$ cat src/rtl/rf_scoreboard_pkg.sv
// Shared scoreboard definitions: register-number width, register count and
// the RUN/DRAIN state encoding used by rf_scoreboard and its hazard checker.
package rf_scoreboard_pkg;

  localparam int SB_REG_NUM_W = 5;
  localparam int SB_NUM_REGS  = 32;

  typedef enum logic {SB_RUN, SB_DRAIN} sb_state_t;

endpackage

$ cat src/rtl/sb_hazard_check.sv
// Purely combinational RAW/WAW hazard detection against the effective busy
// vector. Register x0 never produces a hazard.
module sb_hazard_check
  import rf_scoreboard_pkg::*;
(
  input  logic [SB_NUM_REGS-1:0]  busy_eff_i,
  input  logic [SB_REG_NUM_W-1:0] rs1_i,
  input  logic                    rs1_used_i,
  input  logic [SB_REG_NUM_W-1:0] rs2_i,
  input  logic                    rs2_used_i,
  input  logic [SB_REG_NUM_W-1:0] rd_i,
  input  logic                    rd_we_i,
  output logic                    hazard_o
);

  logic raw1;
  logic raw2;
  logic waw;

  // Each operand hazards only when it is actually used and names a busy nonzero register
  always_comb begin
    raw1     = rs1_used_i && (rs1_i != '0) && busy_eff_i[rs1_i];
    raw2     = rs2_used_i && (rs2_i != '0) && busy_eff_i[rs2_i];
    waw      = rd_we_i    && (rd_i  != '0) && busy_eff_i[rd_i];
    hazard_o = raw1 || raw2 || waw;
  end

endmodule

$ cat src/rtl/rf_scoreboard.sv
// Register-file hazard controller: tracks in-flight destination registers,
// stalls decode on RAW/WAW hazards or the in-flight limit, releases registers
// on writeback and drains outstanding writes after a flush.
// Optional build macro SB_WB_BYPASS_EN: when defined, a register being
// written back this cycle is treated as free for issue in the same cycle.
module rf_scoreboard
  import rf_scoreboard_pkg::*;
#(
  parameter int MAX_INFLIGHT = 4,
  parameter int CNT_W        = 16
) (
  input  logic                              clk,
  input  logic                              rst_n,
  input  logic                              issue_valid,
  input  logic [SB_REG_NUM_W-1:0]           issue_rs1,
  input  logic                              issue_rs1_used,
  input  logic [SB_REG_NUM_W-1:0]           issue_rs2,
  input  logic                              issue_rs2_used,
  input  logic [SB_REG_NUM_W-1:0]           issue_rd,
  input  logic                              issue_rd_we,
  output logic                              issue_ready,
  input  logic                              wb_valid,
  input  logic [SB_REG_NUM_W-1:0]           wb_rd,
  input  logic                              flush,
  output logic [SB_NUM_REGS-1:0]            busy_vec,
  output logic [$clog2(MAX_INFLIGHT+1)-1:0] inflight,
  output logic                              draining,
  output logic [CNT_W-1:0]                  stall_cnt,
  output logic                              wb_err
);

  localparam int INF_W = $clog2(MAX_INFLIGHT + 1);
  localparam logic [INF_W-1:0] MAX_INF = INF_W'(MAX_INFLIGHT);

  sb_state_t               state_q, state_d;
  logic [SB_NUM_REGS-1:0]  busy_q, busy_d, busy_eff, wb_mask;
  logic [INF_W-1:0]        inflight_q, inflight_d;
  logic [CNT_W-1:0]        stall_q;
  logic                    wb_err_q;
  logic                    tracked, wb_hit, wb_bad, hazard, fire;

  // Decode the writeback into a one-hot clear mask and classify it
  always_comb begin
    tracked = issue_rd_we && (issue_rd != '0);
    wb_mask = '0;
    if (wb_valid && (wb_rd != '0)) wb_mask[wb_rd] = 1'b1;
    wb_hit  = |(wb_mask & busy_q);
    wb_bad  = wb_valid && (wb_rd != '0) && !busy_q[wb_rd];
  end

`ifdef SB_WB_BYPASS_EN
  // Bypass: a register retiring this cycle no longer blocks issue
  assign busy_eff = busy_q & ~wb_mask;
`else
  // No bypass: issue sees only the registered busy bits
  assign busy_eff = busy_q;
`endif

  sb_hazard_check u_hazard (
    .busy_eff_i (busy_eff),
    .rs1_i      (issue_rs1),
    .rs1_used_i (issue_rs1_used),
    .rs2_i      (issue_rs2),
    .rs2_used_i (issue_rs2_used),
    .rd_i       (issue_rd),
    .rd_we_i    (issue_rd_we),
    .hazard_o   (hazard)
  );

  // Issue acceptance and next busy/inflight values; clear from writeback first, then set from issue
  always_comb begin
    // NOTE: every output gets a default before any condition so no latch is inferred.
    busy_d      = busy_q;
    inflight_d  = inflight_q;
    issue_ready = (state_q == SB_RUN) && !flush && !hazard
                  && !(tracked && (inflight_q == MAX_INF));
    fire        = issue_valid && issue_ready;
    if (wb_hit) begin
      busy_d[wb_rd] = 1'b0;
      inflight_d    = inflight_d - 1'b1;
    end
    if (fire && tracked) begin
      busy_d[issue_rd] = 1'b1;
      inflight_d       = inflight_d + 1'b1;
    end
    busy_d[0] = 1'b0;
  end

  // Next state: enter DRAIN on flush with writes still outstanding, leave once none remain
  always_comb begin
    state_d = state_q;
    unique case (state_q)
      SB_RUN:   if (flush && (inflight_d != '0)) state_d = SB_DRAIN;
      SB_DRAIN: if (inflight_d == '0)            state_d = SB_RUN;
      default:                                   state_d = SB_RUN;
    endcase
  end

  // State registers, saturating stall counter and sticky writeback-error flag
  always_ff @(posedge clk or negedge rst_n) begin
    if (!rst_n) begin
      state_q    <= SB_RUN;
      busy_q     <= '0;
      inflight_q <= '0;
      stall_q    <= '0;
      wb_err_q   <= 1'b0;
    end else begin
      // NOTE: non-blocking assignments so every register samples pre-edge values.
      state_q    <= state_d;
      busy_q     <= busy_d;
      inflight_q <= inflight_d;
      if (issue_valid && !issue_ready && (stall_q != '1)) stall_q <= stall_q + 1'b1;
      if (wb_bad) wb_err_q <= 1'b1;
    end
  end

  assign busy_vec  = busy_q;
  assign inflight  = inflight_q;
  assign draining  = (state_q == SB_DRAIN);
  assign stall_cnt = stall_q;
  assign wb_err    = wb_err_q;

endmodule

$ cat config.mk
export PLATFORM = sky130hd
export DESIGN_NAME = rf_scoreboard
export DESIGN_NICKNAME = d
export VERILOG_FILES = /design/src/rtl/rf_scoreboard_pkg.sv /design/src/rtl/sb_hazard_check.sv /design/src/rtl/rf_scoreboard.sv
export SDC_FILE = /design/constraint.sdc
export NUM_CORES = 1
export LEC_CHECK = 0
export BUFFER_PORTS_ARGS = -buffer_cell sky130_fd_sc_hd__buf_4
export CAP_MARGIN = 10
export CORE_MARGIN = 2
export CORE_UTILIZATION = 45
export DETAILED_ROUTE_END_ITERATION = 6
export GPL_TIMING_DRIVEN = 0
export MAX_ROUTING_LAYER = met4
export PLACE_DENSITY = 0.68
export SLEW_MARGIN = 10
export SYNTH_ARGS = -nofsm -noshare
export SYNTH_HDL_FRONTEND = slang
export SYNTH_HIERARCHICAL = 1
export SYNTH_SLANG_ARGS = --single-unit
$ cat constraint.sdc
create_clock -name clk -period 4.9 [get_ports clk]
set_input_delay 0.245 -clock clk [delete_from_list [all_inputs] [get_ports clk]]
set_output_delay 0.245 -clock clk [all_outputs]
set_load 0.005 [all_outputs]
# After elaboration in Yosys (flattened, before gate mapping)
# Cells that the tools add are included.
[word_totals]
regBits = 52
inputBits = 28
output_inout_bits = 54
wordCells = 74
[classes]
add_sub_neg = 3
magnitude_cmp = 6
n_eq_ne = 2
mux = 20
bitwise = 5
n_reduce_logical = 33
[op_table]
columns = ["op", "n"]
rows = [
  ["two-way mux 32 bit", 3],
  ["AND 32 bit", 2],
  ["inverter 32 bit", 1],
  ["bitwise OR 32 bit", 1],
  ["OR reduction 32 bit", 1],
  ["less-than comparator 5 x 6 -> 1 bit (second input constant)", 4],
  ["binary-select mux 1 bit (select 5 bit)", 4],
  ["nonzero test 5 bit", 4],
  ["logical AND 1 bit", 19],
  ["adder 16 x 1 -> 16 bit (second input constant)", 1],
  ["inequality test 16 bit (second input constant)", 1],
  ["demux 1 bit (select 5 bit)", 2],
  ["greater-or-equal comparator 5 x 1 -> 1 bit (second input constant)", 2],
  ["two-way mux 1 bit", 8],
  ["two-way mux 3 bit", 2],
  ["zero test 1 bit", 5],
  ["adder 3 x 1 -> 3 bit (second input constant)", 1],
  ["equality test 3 bit (second input constant)", 1],
  ["zero test 3 bit", 1],
  ["nonzero test 3 bit", 1],
  ["subtractor 3 x 1 -> 3 bit (second input constant)", 1],
  ["logical OR 1 bit", 2],
  ["case mux 1 bit (2 select lines)", 1],
  ["inverter 1 bit", 1],
]

# Logic depth before layout (Yosys ltp)
# Gate-level depths: netlist (run 1).
[logic_depth]
word_depth = 15
ltp_mapped = 12
depth_no_buf = 10

# By module
# Netlist (run 1), hierarchy kept.
[by_module_without_submodules]
columns = ["mod", "instances", "cells_each", "area_per_inst_um2"]
rows = [
  ["rf_scoreboard", 1, 264, 2663.8],
  ["sb_hazard_check", 1, 84, 888.4],
]

# Least setup slack after synthesis (run 1)
# OpenSTA, ideal clock, no wires.
[synth_path]
path_type = "input to register"
startpoint = "input port issue_rd[1]"
endpoint = "register inflight_q[1], in the netlist inflight[1]"
setup_time_ns = 0.126
t_arrival_ns = 2.996
required_time_ns = 4.774
slack_ns = 1.778
stages = 11
cell_sequence = "clkbuf_1 -> mux4_2 -> mux4_2 -> nand2b_4 -> o311ai_2 -> nand3_2 -> or3_1 -> nor4_1 -> clkbuf_1 -> nor2_1 -> a221o_1"
[synth_between]
elab_chain_len = 10
[synth_rtl]
columns = ["item", "line", "text"]
rows = [
  ["from (decl)", "rf_scoreboard.sv:19", "input logic [SB_REG_NUM_W-1:0] issue_rd,"],
  ["binary-select mux 1 bit (select 5 bit) / nonzero test 5 bit (equally long branches)", "sb_hazard_check.sv:24", "waw = rd_we_i && (rd_i != '0) && busy_eff_i[rd_i];"],
  ["two-way mux 1 bit (not written as such) / logical AND 1 bit (equally long branches)", "sb_hazard_check.sv:24", ""],
  ["logical AND 1 bit (*)", "sb_hazard_check.sv:24", ""],
  ["logical OR 1 bit (*)", "sb_hazard_check.sv:25", "hazard_o = raw1 || raw2 || waw;"],
  ["named net hazard", "rf_scoreboard.sv:40", "logic tracked, wb_hit, wb_bad, hazard, fire;"],
  ["zero test 1 bit (*)", "rf_scoreboard.sv:75", "issue_ready = (state_q == SB_RUN) && !flush && !hazard"],
  ["logical AND 1 bit (*)", "rf_scoreboard.sv:75", ""],
  ["logical AND 1 bit (*)", "rf_scoreboard.sv:76", "&& !(tracked && (inflight_q == MAX_INF));"],
  ["logical AND 1 bit (*)", "rf_scoreboard.sv:77", "fire = issue_valid && issue_ready;"],
  ["logical AND 1 bit (*)", "rf_scoreboard.sv:82", "if (fire && tracked) begin"],
  ["two-way mux 3 bit (*)", "rf_scoreboard.sv:82", ""],
  ["named net inflight_d[1]", "rf_scoreboard.sv:37", "logic [INF_W-1:0] inflight_q, inflight_d;"],
  ["to (signal assigned)", "rf_scoreboard.sv:111", "inflight_q <= inflight_d;"],
  ["to (decl)", "rf_scoreboard.sv:37", ""],
]
# The timed path passes the listed nets; every way through them passes the cells marked *. The select of a mux whose other input is x is not followed.
# A chain may end at the register's enable or synchronous reset.

# Worst setup path after layout (run 1)
[layout_path]
startpoint = "register busy_q[17], in the netlist busy_vec[17]"
endpoint = "register busy_q[29], in the netlist busy_vec[29]"
[layout_between]
elab_chain_len = 11
[layout_rtl]
columns = ["item", "line", "text"]
rows = [
  ["from (decl)", "rf_scoreboard.sv:36", "logic [SB_NUM_REGS-1:0] busy_q, busy_d, busy_eff, wb_mask;"],
  ["from (signal assigned)", "rf_scoreboard.sv:110", "busy_q <= busy_d;"],
  ["binary-select mux 1 bit (select 5 bit) (on tied branches)", "sb_hazard_check.sv:22, sb_hazard_check.sv:23", ""],
  ["two-way mux 1 bit (on tied branches)", "sb_hazard_check.sv:22, sb_hazard_check.sv:23", ""],
  ["logical AND 1 bit (on tied branches)", "sb_hazard_check.sv:22, sb_hazard_check.sv:23", ""],
  ["logical OR 1 bit", "sb_hazard_check.sv:25", ""],
  ["logical OR 1 bit (*)", "sb_hazard_check.sv:25", ""],
  ["named net hazard", "rf_scoreboard.sv:40", ""],
  ["zero test 1 bit (*)", "rf_scoreboard.sv:75", ""],
  ["logical AND 1 bit (*)", "rf_scoreboard.sv:75", ""],
  ["logical AND 1 bit (*)", "rf_scoreboard.sv:76", ""],
  ["logical AND 1 bit (*)", "rf_scoreboard.sv:77", ""],
  ["logical AND 1 bit (*)", "rf_scoreboard.sv:82", ""],
  ["two-way mux 32 bit (*)", "rf_scoreboard.sv:82", ""],
  ["named net busy_d[29]", "rf_scoreboard.sv:36", ""],
]
# Marks and branches as above.

==> impl_metrics.tcl, run 1 <==
set metrics [dict create \
    rows 32 \
    synth_edf_count 0 \
    synthSimpleGateAreaFrac_pct 18.2 \
    postCtsHoldBufs 1 \
    rsz0062_at_grt "false" \
    gr-total-overflow 0 \
    path_max_fanout 10 \
    cp.required_ns 5.12 \
    n_fill_cell 711 \
    tightest_slew_ns 0.678 \
    drc 0 \
    fin_cells 534 \
    status "finished clean" \
    dr.pass1.iters 4 \
    slowest_delay_ns 0.58 \
    p_switching_mw 0.437 \
    diodes 0 \
    fin_crit_sh_pct 78.9 \
    synth_async_sr_flop_share_pct 100 \
    path_cells "mux4_1 > mux4_2 > nand2b_4 > o311ai_2 > nand3_2 > or3_1 > nor4_1 > clkbuf_1 > nand4_1 > o21ai_0" \
    worstSkewPairLatency_ns 0.30 \
    yosysSeqAreaShare_pct 36.6 \
    synth_warnings 6 \
    vias_per_cell 6.23 \
    p_sw_share_pct 32.6 \
    syn_area_um2 3550 \
    p_int_mw 0.902 \
    synth_fa_ha_area_share_pct 1.41 \
    power.leakage_nw 1.91 \
    synth-seq-cells 52 \
    synth_compound_area_share_pct 16.1 \
    pwr-share-comb_pct 32.2 \
    die_y_um 92.8 \
    final_nets 463 \
    pwr-share-seq_pct 44.6 \
    die_x_um 92.8 \
    critical-path-top-delay-family "simple AND/OR/NAND/NOR gates" \
    clock_power_share_pct 23.2 \
    grt_start_max_net_pins 53 \
    grt_pass1_vias 3245 \
    slowest_stage "mux4_1" \
    min_path_type "in -> reg" \
    drtIter0Drc 318 \
    cts.sinks 52 \
    setup_viol 0 \
    wirelength_um 10700 \
    rrSetupSlack_ns 1.03 \
    ys_types 57 \
    vdd_drop_max_mv 0.269 \
    postCtsResizedCells 0 \
    clock_skew_ns 0.00764 \
    grt_pass1_wl_um 17000 \
    muxShareOfSynthArea_pct 19.7 \
    core_region_area_um2 7690 \
    portBuffers 74 \
    track_usage_pct 26.2 \
    antenna_left 0 \
    synth_top_flop_cell "dfrtp_1" \
    io_pins 82 \
    syn_area_per_cell_um2 10.2 \
    cts_setup_buffers 0 \
    crit_type "reg -> reg" \
    clk_pin_slew_worst_paths_ns 0.10 \
    cp-startpoint "busy_vec[17]" \
    crit_path_end_kind "flip-flop" \
    initial_utilization_pct 46.2 \
    critPathLaunchType "flip-flop" \
    cap_viol_max_count 0 \
    slew_headroom_pct 54.2 \
    cts_buffers 5 \
    drt-wirelength-per-cell_um 20.1 \
    hold_viol_final 0 \
    drive_gt1_share_pct 27.8 \
    synth_top_family_by_area "multiplexers" \
    hpwl_um 7820 \
    cp_num_buf_inv 1 \
    finalSetupTns_ns 0 \
    synth_xor_area_share_pct 4.44 \
    cts_root_buf "clkbuf_8" \
    crit_arrival_ns 4.09 \
    cts_tree "yes" \
    dieArea_um2 8620 \
    hp-start "flush" \
    r2r_start "busy_vec[17]" \
    place_inst 525 \
    antenna_found_initial 0 \
    cts_htree_levels 2 \
    clk_path_buf_depth 2 \
    syn_inst 348 \
    num_vias 3329 \
    report.final.slew_viol_count 0 \
    max_freq_mhz 259 \
    areaGrowthSynthToFinish_pct 23.0 \
    period_needed_ns 3.87 \
    place.gp.congestion 0.942 \
    p_per_area_nw_per_um2 306 \
]
path summary, 6_finish.rpt:
check	to	depth (start not counted)
max	busy_vec[29]	10
min	draining	3
max reg2reg	busy_vec[29]	10
min reg2reg	wb_err	1
max in group asynchronous	stall_cnt[8]	2
min in group asynchronous	busy_vec[18]	2
Yosys cell counts, types with 2 or more instances:
master | count | share of area, %
or3_1 | 4 | 0.70
and4_1 | 2 | 0.49
o22ai_1 | 4 | 0.70
nor3_1 | 8 | 1.1
nor2_1 | 17 | 1.8
nand4_1 | 5 | 0.88
and3_1 | 4 | 0.70
nand4b_1 | 2 | 0.49
xor2_1 | 5 | 1.2
or3b_2 | 2 | 0.49
dfrtp_1 | 52 | 37
o41ai_1 | 3 | 0.74
o2111ai_1 | 2 | 0.49
a211oi_1 | 7 | 1.5
mux4_2 | 15 | 9.5
nand3b_1 | 7 | 1.5
a221oi_1 | 2 | 0.49
buf_6 | 3 | 0.95
nor4_1 | 6 | 1.1
nand2_1 | 19 | 2.0
o21ai_0 | 56 | 7.9
mux2i_1 | 21 | 5.9
clkbuf_1 | 8 | 0.85
ha_1 | 4 | 1.4
nor2b_1 | 10 | 1.8
mux2_2 | 4 | 1.3
xnor2_1 | 13 | 3.2
mux4_1 | 4 | 3.0
nand2b_1 | 7 | 1.2
a21oi_1 | 2 | 0.28
nand3_1 | 12 | 1.7
buf_2 | 6 | 0.85
inv_1 | 6 | 0.63
a22o_1 | 3 | 0.74
state kept, by name, indices dropped and copies added, names as in the netlist:
signal	cells
stall_cnt	16
draining	1
inflight	3
wb_err	1
busy_vec	31
through the flow:
stage | setup slack, ns | hold slack [ns] | area (um^2) | total power [mW] | utilization, %
floorplan | 1.78 | -0.0506 | 3560 | 0.819 | -
global placement | 0.964 | 0.317 | 4240 | 1.02 | 55.1
detailed placement | 0.897 | 0.321 | 4240 | 1.03 | 55.1
CTS | 1.07 | 0.226 | 4370 | 1.34 | 56.9
global route | 0.824 | 0.271 | 4370 | 1.42 | 56.9
finish | 1.03 | 0.238 | 4370 | 1.34 | 56.9
cells by family (layout without fill, tap and decap cells):
group                    count (synthesis)  after routing
AO/OA/AOI/OAI                           92             92
buffers and inverters                   24            107
XOR/XNOR                                18             18
flip-flops                              52             52
adder cells (fa/ha/maj)                  4              4
multiplexers                            44             44
other                                    1              2
AND/OR/NAND/NOR                        113            113
layout by cell type, fill, tap and decap left out, types with 7 or more instances in the layout:
cell,count
a211oi_1,7
nor2_1,17
buf_4,75
nor2b_1,10
nor3_1,8
nand3b_1,7
clkbuf_1,8
o21ai_0,56
mux2i_1,21
xnor2_1,13
dfrtp_1,52
nand2_1,19
mux4_2,15
nand2b_1,7
nand3_1,12
worst min-delay path: stages:
cell      delay, ns
buf_4          0.11
nor2_1         0.09
a221oi_1       0.06
power groups by stage:
stage | Sequential, mW | Combinational (mW) | Clock, mW
6_report | 0.597 | 0.431 | 0.311
5_1_grt | 0.611 | 0.476 | 0.335
4_1_cts | 0.595 | 0.430 | 0.313
3_5_place_dp | 0.603 | 0.429 | 0
3_3_place_gp | 0.600 | 0.422 | 0
2_1_floorplan | 0.580 | 0.239 | 0
final cells by class:
cell class	instances	area (um^2)	share of cell area (%)
clock inverters	2	38.8	0.887
flip-flops and latches	52	1300	29.8
well taps	102	128	2.92
inverters	6	22.5	0.515
repair buffers	75	566	12.9
plain buffers	18	101	2.32
multi-input cells	273	2130	48.8
clock buffers	6	82.6	1.89
routing by layer:
metal | vias up | track usage [%] | share of wire (%)
li1 | 1499 | - | -
met5 | - | - | 0
met3 | 26 | 3.74 | 6.8
met1 | 1633 | 34.1 | 43
met2 | 171 | 41.6 | 47
met4 | 0 | 10.8 | 3.6
No activity file was read; power rests on OpenSTA's default activity.
==> inputs of run 2 (changes only) <==
--- a/config.mk
+++ b/config.mk
@@ -5,6 +5,7 @@
 export SDC_FILE = /design/constraint.sdc
 export NUM_CORES = 1
 export LEC_CHECK = 0
+export ABC_AREA = 1
 export BUFFER_PORTS_ARGS = -buffer_cell sky130_fd_sc_hd__buf_4
 export CAP_MARGIN = 10
 export CORE_MARGIN = 2
@@ -12,7 +13,7 @@
 export DETAILED_ROUTE_END_ITERATION = 6
 export GPL_TIMING_DRIVEN = 0
 export MAX_ROUTING_LAYER = met4
-export PLACE_DENSITY = 0.68
+export PLACE_DENSITY = 0.69
 export SLEW_MARGIN = 10
 export SYNTH_ARGS = -nofsm -noshare
 export SYNTH_HDL_FRONTEND = slang
==> constraint.sdc (replaced) <==
create_clock -name clk -period 3.3 [get_ports clk]
set_input_delay 0.165 -clock clk [delete_from_list [all_inputs] [get_ports clk]]
set_output_delay 0.165 -clock clk [all_outputs]
set_load 0.005 [all_outputs]
==> run 2 against run 1 <==
  * Via count grew 36%
  * Critical path type unchanged
  * Maximum frequency grew 41%
  * Clock-buffer cell count is the same
  * Critical path depth grew 4
  * Sequential cell count is the same
  * Final cell count grew 56%
  * Critical endpoint is now busy_vec[5]
  * Clock power grew 39%
  * Register-to-register slack lost 0.47 ns
  * Routed wire length grew 29%
==> impl_metrics.tcl, run 2 <==
set metrics [dict create \
    holdPathEnd "draining" \
    synth_area_leaders "dfrtp_1, nand2_1, nand3_1, inv_1, o21ai_0" \
    final_util_pct 56.0 \
    drt-wirelength-per-cell_um 16.6 \
    finalSetupTns_ns 0 \
    tightest_slew_ns 0.648 \
    place.gp.congestion 0.999 \
    r2r_start "busy_vec[18]" \
    hpwl_um 10600 \
    io_pins 82 \
    crit_type "reg -> reg" \
    gr-total-overflow 0 \
    syn_area_um2 4060 \
    cts_root_buf "clkbuf_8" \
    areaGrowthSynthToFinish_pct 20.2 \
    cts_buffers 5 \
    grtUsageMet1_pct 34.3 \
    mostFrequentLayoutCell "nand2_1" \
    hp-start "flush" \
    slew_headroom_pct 56.8 \
    worstSkewPairLatency_ns 0.31 \
    initial_utilization_pct 46.6 \
    slowest_stage "dfrtp_1" \
    cts.sinks 52 \
    cts_tree "yes" \
    synthTopCellsByCount "nand2_1, nand3_1, inv_1" \
    vdd_drop_max_mv 0.458 \
    path_cells "o21ai_0 > a21oi_1 > nor2_1 > nand2_1 > nand3_1 > nand3_1 > nor2_1 > nand2_1 > inv_1 > nand3_1 > inv_1 > buf_4 > nand3_1 > o21ai_0" \
    hold_viol_final 0 \
    synth_async_sr_flop_share_pct 100 \
    cp.required_ns 3.52 \
    grt_util_met3_pct 2.62 \
    min_path_cells 4 \
    timing.critical_path.mode_cell "nand3_1" \
    die_x_um 99.0 \
    power.leakage_nw 2.52 \
    ys_types 36 \
    synthSimpleGateAreaFrac_pct 40.1 \
    synth_top_family_by_area "simple AND/OR/NAND/NOR gates" \
    critPathLaunchType "flip-flop" \
    cts_setup_buffers 0 \
    rrSetupSlack_ns 0.56 \
    rr_endpoint "busy_vec[5]" \
    multi_input_area_um2 2270 \
    drc 0 \
    synth_xor_area_share_pct 3.23 \
    grt_pass1_wl_um 21900 \
    grt_start_max_net_pins 53 \
    max_freq_mhz 366 \
    postCtsResizedCells 0 \
    largest_reg_flops 31 \
    muxShareOfSynthArea_pct 0 \
    dr.pass1.iters 5 \
    n_fill_cell 900 \
    slowest_delay_ns 0.55 \
    p_per_area_nw_per_um2 420 \
    min_path_type "in -> reg" \
    synth_fa_ha_area_share_pct 1.23 \
    diodes 0 \
    rows 34 \
    cts_htree_levels 2 \
    fin_crit_sh_pct 82.9 \
    report.final.slew_viol_count 0 \
    num_vias 4530 \
    portBuffers 75 \
    yosysSeqAreaShare_pct 32.0 \
    final_cell_mix "nand2_1, nand3_1, inv_1" \
    postCtsHoldBufs 1 \
    synth_top_area_share_pct 32.0 \
    track_usage_pct 29.0 \
    rsz0062_at_grt "false" \
    gr-max-usage-layer "met2" \
    synth_warnings 6 \
    syn_area_per_cell_um2 6.36 \
    reg2regPathDepth 14 \
    wirelength_um 13800 \
    setup_viol 0 \
    yosysMostFrequentCell "nand2_1" \
    clk_path_buf_depth 2 \
    die_y_um 99.0 \
    synth_compound_area_share_pct 11.2 \
    status "finished clean" \
    antenna_left 0 \
    drive_gt1_share_pct 16.7 \
    regArea_um2 1300 \
    synth_edf_count 0 \
    vias_per_cell 5.44 \
    grtUsageMet2_pct 49.5 \
    synth_top_flop_cell "dfrtp_1" \
    path_max_fanout 10 \
    clk_pin_slew_worst_paths_ns 0.09 \
    syn_inst 639 \
    crit_arrival_ns 2.95 \
    crit_path_end_kind "flip-flop" \
    antenna_found_initial 0 \
    synth_area_leader_cell "dfrtp_1" \
    clock_skew_ns 0.0122 \
    synth-seq-cells 52 \
    core_region_area_um2 8720 \
    drtIter0Drc 409 \
    dieArea_um2 9810 \
    final_nets 755 \
    cap_viol_max_count 0 \
    grt_pass1_vias 4476 \
    period_needed_ns 2.74 \
]
run 2: cell count changes in the layout (fill, tap and decap cells not counted), sizes merged, moves of 8 or more:
cell,change
o21ai,-13
mux2i,-21
inv,+85
o31ai,+13
nor2,+39
nand3,+85
nand2,+193
mux4,-19
nand2b,-8
nor2b,-10
run 2: cell type report:
type	count	share of cell area (%)
repair buffers	76	11.7
clock buffers	6	1.49
plain buffers	18	2.92
multi-input cells	479	46.6
clock inverters	2	0.717
well taps	108	2.77
flip-flops and latches	52	26.6
inverters	91	7.15
run 2: worst max-delay path by stage:
stage                         endpoint  slack [ns]  cells past startpoint         start
after global placement        draining        0.69                     18      wb_rd[2]
after CTS                  busy_vec[9]        0.62                     18   busy_vec[3]
after global routing      busy_vec[26]        0.32                     18  busy_vec[29]
after detailed placement      draining        0.67                     18      wb_rd[2]
final                      busy_vec[5]        0.56                     14  busy_vec[18]
after floorplan               draining        1.18                     18      wb_rd[2]
run 2: cell families (layout without fill, tap and decap cells):
logic type | Yosys count | after routing
compound gates | 76 | 76
xor+xnor | 15 | 15
fa+ha+maj | 4 | 4
buf+inv | 109 | 193
flops | 52 | 52
other cells | 1 | 2
simple gates | 382 | 382
run 2: where the power goes:
group          total (mW)  leakage [nW]  internal, mW  switching, mW
Combinational       0.724          1.79         0.331          0.393
Clock               0.433        0.0552         0.225          0.208
Sequential          0.896         0.675         0.746          0.150
run 2: critical path, delay by kind of cell, from the launching register on:
kind	cells	cell delay [ns]
buffers and inverters	3	0.39
DFF	1	0.55
and+or+nand+nor	8	1.14
AOI/OAI and AO/OA	3	0.55
run 2: stage by stage:
stage,cell area (um^2),worst slack (ns),cells,power [mW],hold slack [ns]
after floorplan,4070,1.18,640,1.27,-0.131
after global placement,4770,0.687,823,1.60,0.228
after detailed placement,4770,0.666,823,1.62,0.238
after CTS,4880,0.624,832,2.05,0.169
after global routing,4880,0.322,832,2.19,0.202
final,4880,0.565,832,2.05,0.185
run 2: routing by layer:
metal	wire (um)	vias to the layer above
met5	0	-
met4	642	0
met3	876	36
met2	6730	198
met1	5580	2080
li1	-	2216
